File: config.mk
export PLATFORM = sky130hd
export DESIGN_NAME = jtcps1_dma_sched_flat
export DESIGN_NICKNAME = d
export VERILOG_FILES = /design/src/rtl/jtcps1_dma_sched_if.sv /design/src/rtl/jtcps1_dma_sched.sv /design/src/flat_wrapper.sv
export SDC_FILE = /design/constraint.sdc
export NUM_CORES = 1
export LEC_CHECK = 0
export ABC_AREA = 0
export CORE_MARGIN = 2
export CORE_UTILIZATION = 50
export CTS_CLUSTER_SIZE = 8
export DETAILED_ROUTE_END_ITERATION = 10
export PLACE_DENSITY = 0.82
export SLEW_MARGIN = 20
export SYNTH_ARGS = -nofsm -noshare
export SYNTH_HDL_FRONTEND = slang
export SYNTH_SLANG_ARGS = --single-unit
File: constraint.sdc
create_clock -name clk -period 7.03 [get_ports clk]
set_clock_uncertainty 0.2 [all_clocks]
set_input_delay 1.406 -clock clk [delete_from_list [all_inputs] [get_ports clk]]
set_output_delay 1.406 -clock clk [all_outputs]
set_load 0.03 [all_outputs]
File: src/rtl/jtcps1_dma_sched_if.sv
// jtcps1_dma_sched_if
// Bundles every signal of the CPS1 VRAM DMA scheduler apart from clk/rst.
//   Request side : req[2:0] (level, bit0=obj bit1=pal bit2=scr),
//                  obj/pal/scr_base[16:0] block start word addresses,
//                  done[2:0] one-cycle completion pulse per channel
//   CPU bus      : busreq (out), busack (in)
//   SDRAM VRAM   : vram_cs, vram_addr[16:0] (out), vram_data[15:0], vram_ok (in)
//   BRAM write   : wr_en, wr_ch[1:0], wr_addr[11:0], wr_data[15:0] (out)
// The master modport is the scheduler; the slave modport is everything around it.
interface jtcps1_dma_sched_if;
  logic [2:0]  req;
  logic [16:0] obj_base;
  logic [16:0] pal_base;
  logic [16:0] scr_base;
  logic [2:0]  done;
  logic        busreq;
  logic        busack;
  logic        vram_cs;
  logic [16:0] vram_addr;
  logic [15:0] vram_data;
  logic        vram_ok;
  logic        wr_en;
  logic [1:0]  wr_ch;
  logic [11:0] wr_addr;
  logic [15:0] wr_data;

  modport master (
    input  req, obj_base, pal_base, scr_base, busack, vram_data, vram_ok,
    output done, busreq, vram_cs, vram_addr, wr_en, wr_ch, wr_addr, wr_data
  );

  modport slave (
    output req, obj_base, pal_base, scr_base, busack, vram_data, vram_ok,
    input  done, busreq, vram_cs, vram_addr, wr_en, wr_ch, wr_addr, wr_data
  );
endinterface

File: src/rtl/jtcps1_dma_sched.sv
// jtcps1_dma_sched
// Frame-time DMA scheduler copying three VRAM blocks (object table, palette,
// row-scroll) from SDRAM into per-channel BRAMs. A block is copied while the
// 68000 bus is held through busreq/busack; the bus is given back after each
// block so the CPU always gets at least one cycle between blocks.
// Ports:
//   clk  - system clock
//   rst  - synchronous active-high reset
//   bus  - jtcps1_dma_sched_if.master (request, bus, VRAM and BRAM signals)
// Parameters OBJ_LEN/PAL_LEN/SCR_LEN are block lengths in words, 1..4096.
module jtcps1_dma_sched #(
  parameter int OBJ_LEN = 1024,
  parameter int PAL_LEN = 3072,
  parameter int SCR_LEN = 1024
) (
  input  logic                       clk,
  input  logic                       rst,
  jtcps1_dma_sched_if.master         bus
);

  // Index of the last word of each block; the word counter stops here.
  localparam logic [11:0] OBJ_LAST = 12'(OBJ_LEN - 1);
  localparam logic [11:0] PAL_LAST = 12'(PAL_LEN - 1);
  localparam logic [11:0] SCR_LAST = 12'(SCR_LEN - 1);

  typedef enum logic [2:0] {
    S_IDLE,
    S_BUSREQ,
    S_ADDR,
    S_MASK,
    S_WAIT,
    S_NEXT,
    S_RELEASE
  } state_t;

  state_t      state_q, state_d;
  logic [1:0]  ch_q, ch_d;
  logic [16:0] base_q, base_d;
  logic [11:0] last_q, last_d;
  logic [11:0] count_q, count_d;
  logic        busreq_q, busreq_d;
  logic        vram_cs_q, vram_cs_d;
  logic [16:0] vram_addr_q, vram_addr_d;
  logic [2:0]  done_q, done_d;
  logic        wr_en_q, wr_en_d;
  logic [1:0]  wr_ch_q, wr_ch_d;
  logic [11:0] wr_addr_q, wr_addr_d;
  logic [15:0] wr_data_q, wr_data_d;

  // Addresses wrap inside the 17-bit VRAM word space with no carry out.
  logic [16:0] word_addr;
  logic [16:0] next_addr;
  logic [11:0] count_inc;

  assign count_inc = count_q + 12'd1;
  assign word_addr = base_q + {5'd0, count_q};
  assign next_addr = base_q + {5'd0, count_inc};

  // Next-state and registered-output logic. Every output is a flop, so each
  // value is prepared here one cycle ahead of the state that shows it.
  always_comb begin
    state_d     = state_q;
    ch_d        = ch_q;
    base_d      = base_q;
    last_d      = last_q;
    count_d     = count_q;
    busreq_d    = busreq_q;
    vram_cs_d   = vram_cs_q;
    vram_addr_d = vram_addr_q;
    done_d      = 3'b000;
    wr_en_d     = 1'b0;
    wr_ch_d     = wr_ch_q;
    wr_addr_d   = wr_addr_q;
    wr_data_d   = wr_data_q;

    case (state_q)
      S_IDLE: begin
        // Fixed priority obj > pal > scr; base and length are frozen here so
        // later changes on the request side cannot disturb a running block.
        if (bus.req != 3'b000 && done_q == 3'b000) begin
          if (bus.req[0]) begin
            ch_d   = 2'd0;
            base_d = bus.obj_base;
            last_d = OBJ_LAST;
          end else if (bus.req[1]) begin
            ch_d   = 2'd1;
            base_d = bus.pal_base;
            last_d = PAL_LAST;
          end else begin
            ch_d   = 2'd2;
            base_d = bus.scr_base;
            last_d = SCR_LAST;
          end
          count_d  = 12'd0;
          busreq_d = 1'b1;
          state_d  = S_BUSREQ;
        end
      end

      S_BUSREQ: begin
        busreq_d = 1'b1;
        if (bus.busack) begin
          vram_cs_d   = 1'b1;
          vram_addr_d = word_addr;
          state_d     = S_ADDR;
        end
      end

      // Losing the bus mid-word abandons the access and retries the same word.
      S_ADDR: begin
        if (!bus.busack) begin
          vram_cs_d = 1'b0;
          state_d   = S_BUSREQ;
        end else begin
          state_d = S_MASK;
        end
      end

      // vram_ok can still be high from the previous access here; skip it.
      S_MASK: begin
        if (!bus.busack) begin
          vram_cs_d = 1'b0;
          state_d   = S_BUSREQ;
        end else begin
          state_d = S_WAIT;
        end
      end

      S_WAIT: begin
        if (!bus.busack) begin
          vram_cs_d = 1'b0;
          state_d   = S_BUSREQ;
        end else if (bus.vram_ok) begin
          wr_en_d   = 1'b1;
          wr_data_d = bus.vram_data;
          wr_addr_d = count_q;
          wr_ch_d   = ch_q;
          vram_cs_d = 1'b0;
          state_d   = S_NEXT;
        end
      end

      // The BRAM write for this word is already on the outputs in this state,
      // so a bus loss here only re-reads and rewrites the same word.
      S_NEXT: begin
        if (!bus.busack) begin
          state_d = S_BUSREQ;
        end else if (count_q == last_q) begin
          done_d   = 3'b001 << ch_q;
          count_d  = 12'd0;
          busreq_d = 1'b0;
          state_d  = S_RELEASE;
        end else begin
          count_d     = count_inc;
          vram_cs_d   = 1'b1;
          vram_addr_d = next_addr;
          state_d     = S_ADDR;
        end
      end

      S_RELEASE: begin
        busreq_d = 1'b0;
        if (!bus.busack) begin
          state_d = S_IDLE;
        end
      end

      default: begin
        state_d = S_IDLE;
      end
    endcase
  end

  // State and output registers with synchronous reset.
  always_ff @(posedge clk) begin
    if (rst) begin
      state_q     <= S_IDLE;
      ch_q        <= 2'd0;
      base_q      <= 17'd0;
      last_q      <= 12'd0;
      count_q     <= 12'd0;
      busreq_q    <= 1'b0;
      vram_cs_q   <= 1'b0;
      vram_addr_q <= 17'd0;
      done_q      <= 3'b000;
      wr_en_q     <= 1'b0;
      wr_ch_q     <= 2'd0;
      wr_addr_q   <= 12'd0;
      wr_data_q   <= 16'd0;
    end else begin
      state_q     <= state_d;
      ch_q        <= ch_d;
      base_q      <= base_d;
      last_q      <= last_d;
      count_q     <= count_d;
      busreq_q    <= busreq_d;
      vram_cs_q   <= vram_cs_d;
      vram_addr_q <= vram_addr_d;
      done_q      <= done_d;
      wr_en_q     <= wr_en_d;
      wr_ch_q     <= wr_ch_d;
      wr_addr_q   <= wr_addr_d;
      wr_data_q   <= wr_data_d;
    end
  end

  assign bus.busreq    = busreq_q;
  assign bus.vram_cs   = vram_cs_q;
  assign bus.vram_addr = vram_addr_q;
  assign bus.done      = done_q;
  assign bus.wr_en     = wr_en_q;
  assign bus.wr_ch     = wr_ch_q;
  assign bus.wr_addr   = wr_addr_q;
  assign bus.wr_data   = wr_data_q;

endmodule
File: src/flat_wrapper.sv
// flat-port wrapper written by rule: the top's interface ports become plain ports
module jtcps1_dma_sched_flat 
#(
  parameter int OBJ_LEN = 1024,
  parameter int PAL_LEN = 3072,
  parameter int SCR_LEN = 1024
)
  (clk, rst, bus_req, bus_obj_base, bus_pal_base, bus_scr_base, bus_busack, bus_vram_data, bus_vram_ok, bus_done, bus_busreq, bus_vram_cs, bus_vram_addr, bus_wr_en, bus_wr_ch, bus_wr_addr, bus_wr_data);
  jtcps1_dma_sched_if bus_i ();
  input  logic clk;
  input  logic rst;
  input wire logic [$bits(bus_i.req)-1:0] bus_req;
  input wire logic [$bits(bus_i.obj_base)-1:0] bus_obj_base;
  input wire logic [$bits(bus_i.pal_base)-1:0] bus_pal_base;
  input wire logic [$bits(bus_i.scr_base)-1:0] bus_scr_base;
  input wire logic [$bits(bus_i.busack)-1:0] bus_busack;
  input wire logic [$bits(bus_i.vram_data)-1:0] bus_vram_data;
  input wire logic [$bits(bus_i.vram_ok)-1:0] bus_vram_ok;
  output wire logic [$bits(bus_i.done)-1:0] bus_done;
  output wire logic [$bits(bus_i.busreq)-1:0] bus_busreq;
  output wire logic [$bits(bus_i.vram_cs)-1:0] bus_vram_cs;
  output wire logic [$bits(bus_i.vram_addr)-1:0] bus_vram_addr;
  output wire logic [$bits(bus_i.wr_en)-1:0] bus_wr_en;
  output wire logic [$bits(bus_i.wr_ch)-1:0] bus_wr_ch;
  output wire logic [$bits(bus_i.wr_addr)-1:0] bus_wr_addr;
  output wire logic [$bits(bus_i.wr_data)-1:0] bus_wr_data;
  assign bus_i.req = bus_req;
  assign bus_i.obj_base = bus_obj_base;
  assign bus_i.pal_base = bus_pal_base;
  assign bus_i.scr_base = bus_scr_base;
  assign bus_i.busack = bus_busack;
  assign bus_i.vram_data = bus_vram_data;
  assign bus_i.vram_ok = bus_vram_ok;
  assign bus_done = bus_i.done;
  assign bus_busreq = bus_i.busreq;
  assign bus_vram_cs = bus_i.vram_cs;
  assign bus_vram_addr = bus_i.vram_addr;
  assign bus_wr_en = bus_i.wr_en;
  assign bus_wr_ch = bus_i.wr_ch;
  assign bus_wr_addr = bus_i.wr_addr;
  assign bus_wr_data = bus_i.wr_data;
  jtcps1_dma_sched #(.OBJ_LEN(OBJ_LEN), .PAL_LEN(PAL_LEN), .SCR_LEN(SCR_LEN)) u_core (.clk(clk), .rst(rst), .bus(bus_i));
endmodule
# [Word-level counts from Yosys, hierarchy flattened]
# Cells that the tools add are included.
[word_totals] elab_cells=90 ff_bits=99 input_bits=74 output_inout_bits=53
[op_classes] add_sub_neg=3 n_bitwise=4 reduce_logical=18 shift=1 mux=36 eq_ne=15
[ops] operator="$mux 17" count=5
[ops] operator="$mux 12" count=5
[ops] operator="$add 17x12->17" count=2
[ops] operator="$pmux 17 s2" count=1
[ops] operator="$mux 3" count=8
[ops] operator="$pmux 12 s2" count=1
[ops] operator="$pmux 3 s7" count=1
[ops] operator="$add 12x1->12 const B" count=1
[ops] operator="$eq 12x12->1" count=1
[ops] operator="$reduce_and 4->1" count=3
[ops] operator="$mux 1" count=10
[ops] operator="$ne 2x2->1 const B" count=5
[ops] operator="$eq 3x3->1 const B" count=3
[ops] operator="$pmux 1 s4" count=2
[ops] operator="$reduce_bool 4->1" count=2
[ops] operator="$eq 3x2->1 const B" count=2
[ops] operator="$logic_not 3->1" count=2
[ops] operator="$mux 2" count=3
[ops] operator="$reduce_and 3->1" count=2
[ops] operator="$reduce_and 6->1" count=1
[ops] operator="$ne 2x1->1 const B" count=2
[ops] operator="$not 1->1" count=4
[ops] operator="$reduce_bool 2->1" count=2
[ops] operator="$reduce_or 4->1" count=1
[ops] operator="8 further kinds" count=8

# [Logic depth before layout (Yosys ltp)]
[logic_depth] depth_word=5 ltp_mapped=15 mapped_depth_nobuf=14

# [Least setup slack after synthesis]
# OpenSTA, ideal clock, no wires.
[synth_timing] path_type="reg2reg" start="reg u_core.count_q[0]" end="reg u_core.vram_addr_q[14] (netlist: u_core.bus.vram_addr[14])" stages_incl_launch_ff=15 path_buffers=1 setup_ps=139 synth_period_minus_slack_ps=3175 setup_slack_ps=3855 required_ps=6691 arrival_ps=2837 path_cell_list="dfxtp_1 > ha_1 > and3_1 > and3_1 > and3_1 > nand3_1 > nor2_1 > xor2_1 > ha_1 > clkbuf_1 > a2111o_1 > a21o_1 > nand4_1 > xor2_1 > a211oi_2"
[synth_between] elab_chain_cells=5 word_cells_on_any_way=10 cone_classes="add/sub: 3; eq/ne: 2; mux: 4; reduce/logical: 1"
[synth_lines] item="start: declaration" line_no="jtcps1_dma_sched.sv:40" rtl="logic [11:0] count_q, count_d;"
[synth_lines] item="start signal: assignment" line_no="jtcps1_dma_sched.sv:195" rtl="count_q <= count_d;"
[synth_lines] item="$add 12x1->12" line_no="jtcps1_dma_sched.sv:55" rtl="assign count_inc = count_q + 12'd1;"
[synth_lines] item="$add 17x12->17" line_no="jtcps1_dma_sched.sv:57" rtl="assign next_addr = base_q + {5'd0, count_inc};"
[synth_lines] item="$mux 17" line_no="jtcps1_dma_sched.sv:148" rtl="end else if (count_q == last_q) begin"
[synth_lines] item="$mux 17" line_no="jtcps1_dma_sched.sv:146" rtl="if (!bus.busack) begin"
[synth_lines] item="$pmux 17 s2" line_no="jtcps1_dma_sched.sv:76" rtl="case (state_q)"
[synth_lines] item="end signal: assignment" line_no="jtcps1_dma_sched.sv:198" rtl="vram_addr_q <= vram_addr_d;"
[synth_lines] item="end: declaration" line_no="jtcps1_dma_sched.sv:43" rtl="logic [16:0] vram_addr_q, vram_addr_d;"
# Parallel ways exist; a longest one is shown, timed or not. The select of a mux whose other input is x is not followed.
# A chain may end at the register's enable or synchronous reset.

# [Worst setup path in the final report]
[layout_timing] start="reg u_core.state_q[0]" end="reg u_core.vram_addr_q[10] (netlist: u_core.bus.vram_addr[10])"
[layout_between] elab_chain_cells=3 word_cells_on_any_way=8 cone_classes="eq/ne: 5; mux: 1; reduce/logical: 2"
[layout_lines] item="start: declaration" line_no="jtcps1_dma_sched.sv:36" rtl="state_t state_q, state_d;"
[layout_lines] item="start signal: assignment" line_no="jtcps1_dma_sched.sv:191" rtl="state_q <= state_d;"
[layout_lines] item="$eq 3x3->1 or $eq 3x1->1 (tied branches)" line_no="jtcps1_dma_sched.sv:76"
[layout_lines] item="$ne 2x2->1 (no line) or $reduce_bool 2->1 (tied branches)"
[layout_lines] item="$reduce_and 4->1 (no line)"
# Parallel ways exist; a longest one is shown, timed or not.

==> flow_metrics.tcl <==
set metrics [dict create \
    status "completed" \
    crit_chain "nor2b_1, nand2_1, xnor2_1, ha_1, fa_1, a21oi_1, o211ai_1, a2111oi_0, nor3_1, xnor2_1, o31ai_1" \
    rr_startpoint "u_core.state_q[0]" \
    vias_per_cell 5.46 \
    synth_largest_area_cell "dfxtp_1" \
    vias 4461 \
    pin_count 127 \
    setup_slack_ns 3.06 \
    ctsResizeCount 0 \
    drtIter0Drc 174 \
    place_congestion 0.926 \
    power_density_nw_per_um2 172 \
    ctsHoldBuffers 0 \
    clockRootBuffer "clkbuf_8" \
    synth_area_um2 4640 \
    hp-class "register to register" \
    cts_buffer_depth 2 \
    cts_tree "done" \
    irDropWorstVdd_v 0.0000931 \
    port_buffers 126 \
    finalNonFillerCells 817 \
    cts.clk_slew.worst_paths_ns 0.09 \
    critPathCaptureType "register" \
    yosysUniqueCellTypes 50 \
    overflow 0 \
    hold_start "u_core.bus.wr_data[15]" \
    grt_usage_pct 23.6 \
    cap_violations 0 \
    async_reset_ff_share_pct 0 \
    grt_first_pass_wirelength_um 19300 \
    finalWirelength_um 11400 \
    synthFlopType "dfxtp_1" \
    worst_pin_slew_ns 1.04 \
    leakagePower_nw 2.37 \
    die_w_um 100 \
    cts.sinks 88 \
    syn_inst 605 \
    rrSetupSlack_ns 3.06 \
    coreArea_um2 9110 \
    hold_viol_final 0 \
    grt_max_degree 78 \
    route.detailed.drc 0 \
    htreeDepth 3 \
    syn_nets 693 \
    grt_antenna_before_repair 0 \
    path_common_cell "xnor2_1" \
    maxSlewHeadroom_pct 30.5 \
    crit_path_top_delay_cell "dfxtp_1" \
    dp_hpwl_um 8390 \
    total_power_mw 1.04 \
    die_area_um2 10100 \
    finalCritPeriodShare_pct 56.5 \
    post_cts_buffers 0 \
    synth_seq_area_share_pct 37.9 \
    hold_path_end "u_core.bus.wr_data[15]" \
    worstPathRequired_ns 7.11 \
    dp.cells 801 \
    critical_path.max_stage_delay_ns 0.60 \
    n_antenna_cell 0 \
    rr_endpoint "u_core.bus.vram_addr[10]" \
    clk_latency_ns 0.37 \
    post-route-min-period_ns 3.97 \
    pre_cts_slack_ns 2.77 \
    cts_made_buffers 9 \
    ys_top_cells_by_area "dfxtp_1 38%, a21oi_1 11%, nand2_1 7.4%" \
    critPathLaunch "u_core.state_q[0]" \
    area_delta_synth_final_pct 30.4 \
    synth-edff-count 0 \
    finalSetupViolations 0 \
    final_nets 789 \
    whs_path_depth 2 \
    grt_pass1_vias 4280 \
    final.setup.tns_ns 0 \
    synth_top_area_share_pct 37.9 \
    path_class "register to register" \
    dr.pass1.iters 4 \
    antenna_left 0 \
    drive_above_1_share_pct 4.96 \
    reg2reg_depth 11 \
    crit_path_start_kind "register" \
    yosys_warnings 0 \
    routedWlPerCell_um 14.0 \
    num_rows 35 \
    synth.avg_cell_area_um2 7.67 \
    path_max_fanout 15 \
    fmax_ghz 0.252 \
    arrival_ns 4.05 \
    die_h_um 100 \
    slew_viol_final 0 \
    rsz0062_at_grt "no" \
    initial_utilization_pct 51.0 \
    synth_seq_cells 88 \
]
## worst max-delay path: cells and delay by family, from the launching register on
kind                       cells  cell delay [ns]
xor gates and xnor gates       2             0.43
AOI/OAI and AO/OA              4             1.09
DFF                            1             0.60
and+or+nand+nor                3             0.89
adders and majority gates      2             0.68
## how the worst max path moves through the flow
stage | end | slack (ns) | depth (start not counted)
after floorplan | u_core.bus.vram_addr[14] | 3.85 | 14
after global placement | u_core.base_q[14] | 2.88 | 8
after detailed placement | u_core.state_q[2] | 2.77 | 7
after CTS | u_core.bus.vram_addr[10] | 3.10 | 11
after global routing | u_core.bus.vram_addr[10] | 2.84 | 11
final | u_core.bus.vram_addr[10] | 3.06 | 11
## routing by layer
metal | track usage [%] | routed length [µm] | vias up
met2 | 38.8 | 5560 | 141
met3 | 4.60 | 633 | 26
met5 | 0 | 0 | -
li1 | - | - | 2265
met4 | 10.4 | 240 | 0
met1 | 30.0 | 5010 | 2029
## power by group
part	leakage [nW]	internal, mW	switching, mW
clock	0.0917	0.149	0.185
combinational	1.57	0.0854	0.0905
sequential	0.714	0.515	0.0163
## per-stage QoR
stage	hold WS [ns]	cell area [µm²]	utilization (%)
floorplan	0.259	4640	-
global placement	0.241	5870	64.4
detailed placement	0.243	5870	64.4
CTS	0.261	6060	66.5
global route	0.284	6050	66.5
finish	0.256	6050	66.5
## cell families after synthesis
| kind of cell | after synthesis | synth area share [%] |
|---|---|---|
| compound gates | 159 | 20.3 |
| mux | 20 | 4.37 |
| fa+ha+maj | 14 | 3.93 |
| xor+xnor | 26 | 4.90 |
| flops | 88 | 37.9 |
| buf+inv | 50 | 4.66 |
| simple gates | 248 | 23.8 |
## cells in the mapped netlist, types with 13 or more instances
cell type,n
a21o_1,14
a21oi_1,98
clkbuf_1,31
dfxtp_1,88
ha_1,13
mux2i_1,18
nand2_1,91
nand3_1,14
nor2_1,86
nor3_1,14
o21ai_0,19
xnor2_1,14
## cell usage in the layout, fill, tap and decap left out, drive strengths merged, types with 5 or more instances in the layout
| cell type | n |
|---|---|
| clkdlybuf4s50 | 124 |
| a21oi | 98 |
| nand2 | 92 |
| dfxtp | 88 |
| nor2 | 86 |
| o21ai | 20 |
| mux2i | 18 |
| nand3 | 14 |
| xnor2 | 14 |
| nor3 | 14 |
| a21o | 14 |
| ha | 13 |
| xor2 | 12 |
| clkbuf | 11 |
| and3 | 10 |
| inv | 6 |
| nand2b | 6 |
| a211oi | 6 |
| nand4 | 5 |
| o21bai | 5 |
| nor3b | 5 |
| buf | 5 |
## cell type report
class                   count  area (µm²)
multi-input cells         467        2670
clock buffers              11         151
fillers                   789        3050
repair buffers            129        1270
clock inverters             5        41.3
inverters                   6        22.5
flip-flops and latches     88        1760
well taps                 111         139
## sequential cells by signal (all words and copies together) (netlist names), 2 cells and up
| register | flops |
|---|---|
| u_core.bus.done | 3 |
| u_core.ch_q | 2 |
| u_core.bus.wr_data | 16 |
| u_core.bus.wr_ch | 2 |
| u_core.bus.wr_addr | 12 |
| u_core.state_q | 3 |
| u_core.bus.vram_addr | 17 |
| u_core.base_q | 17 |
| u_core.count_q | 12 |
Power figures use the tool's default switching activity.
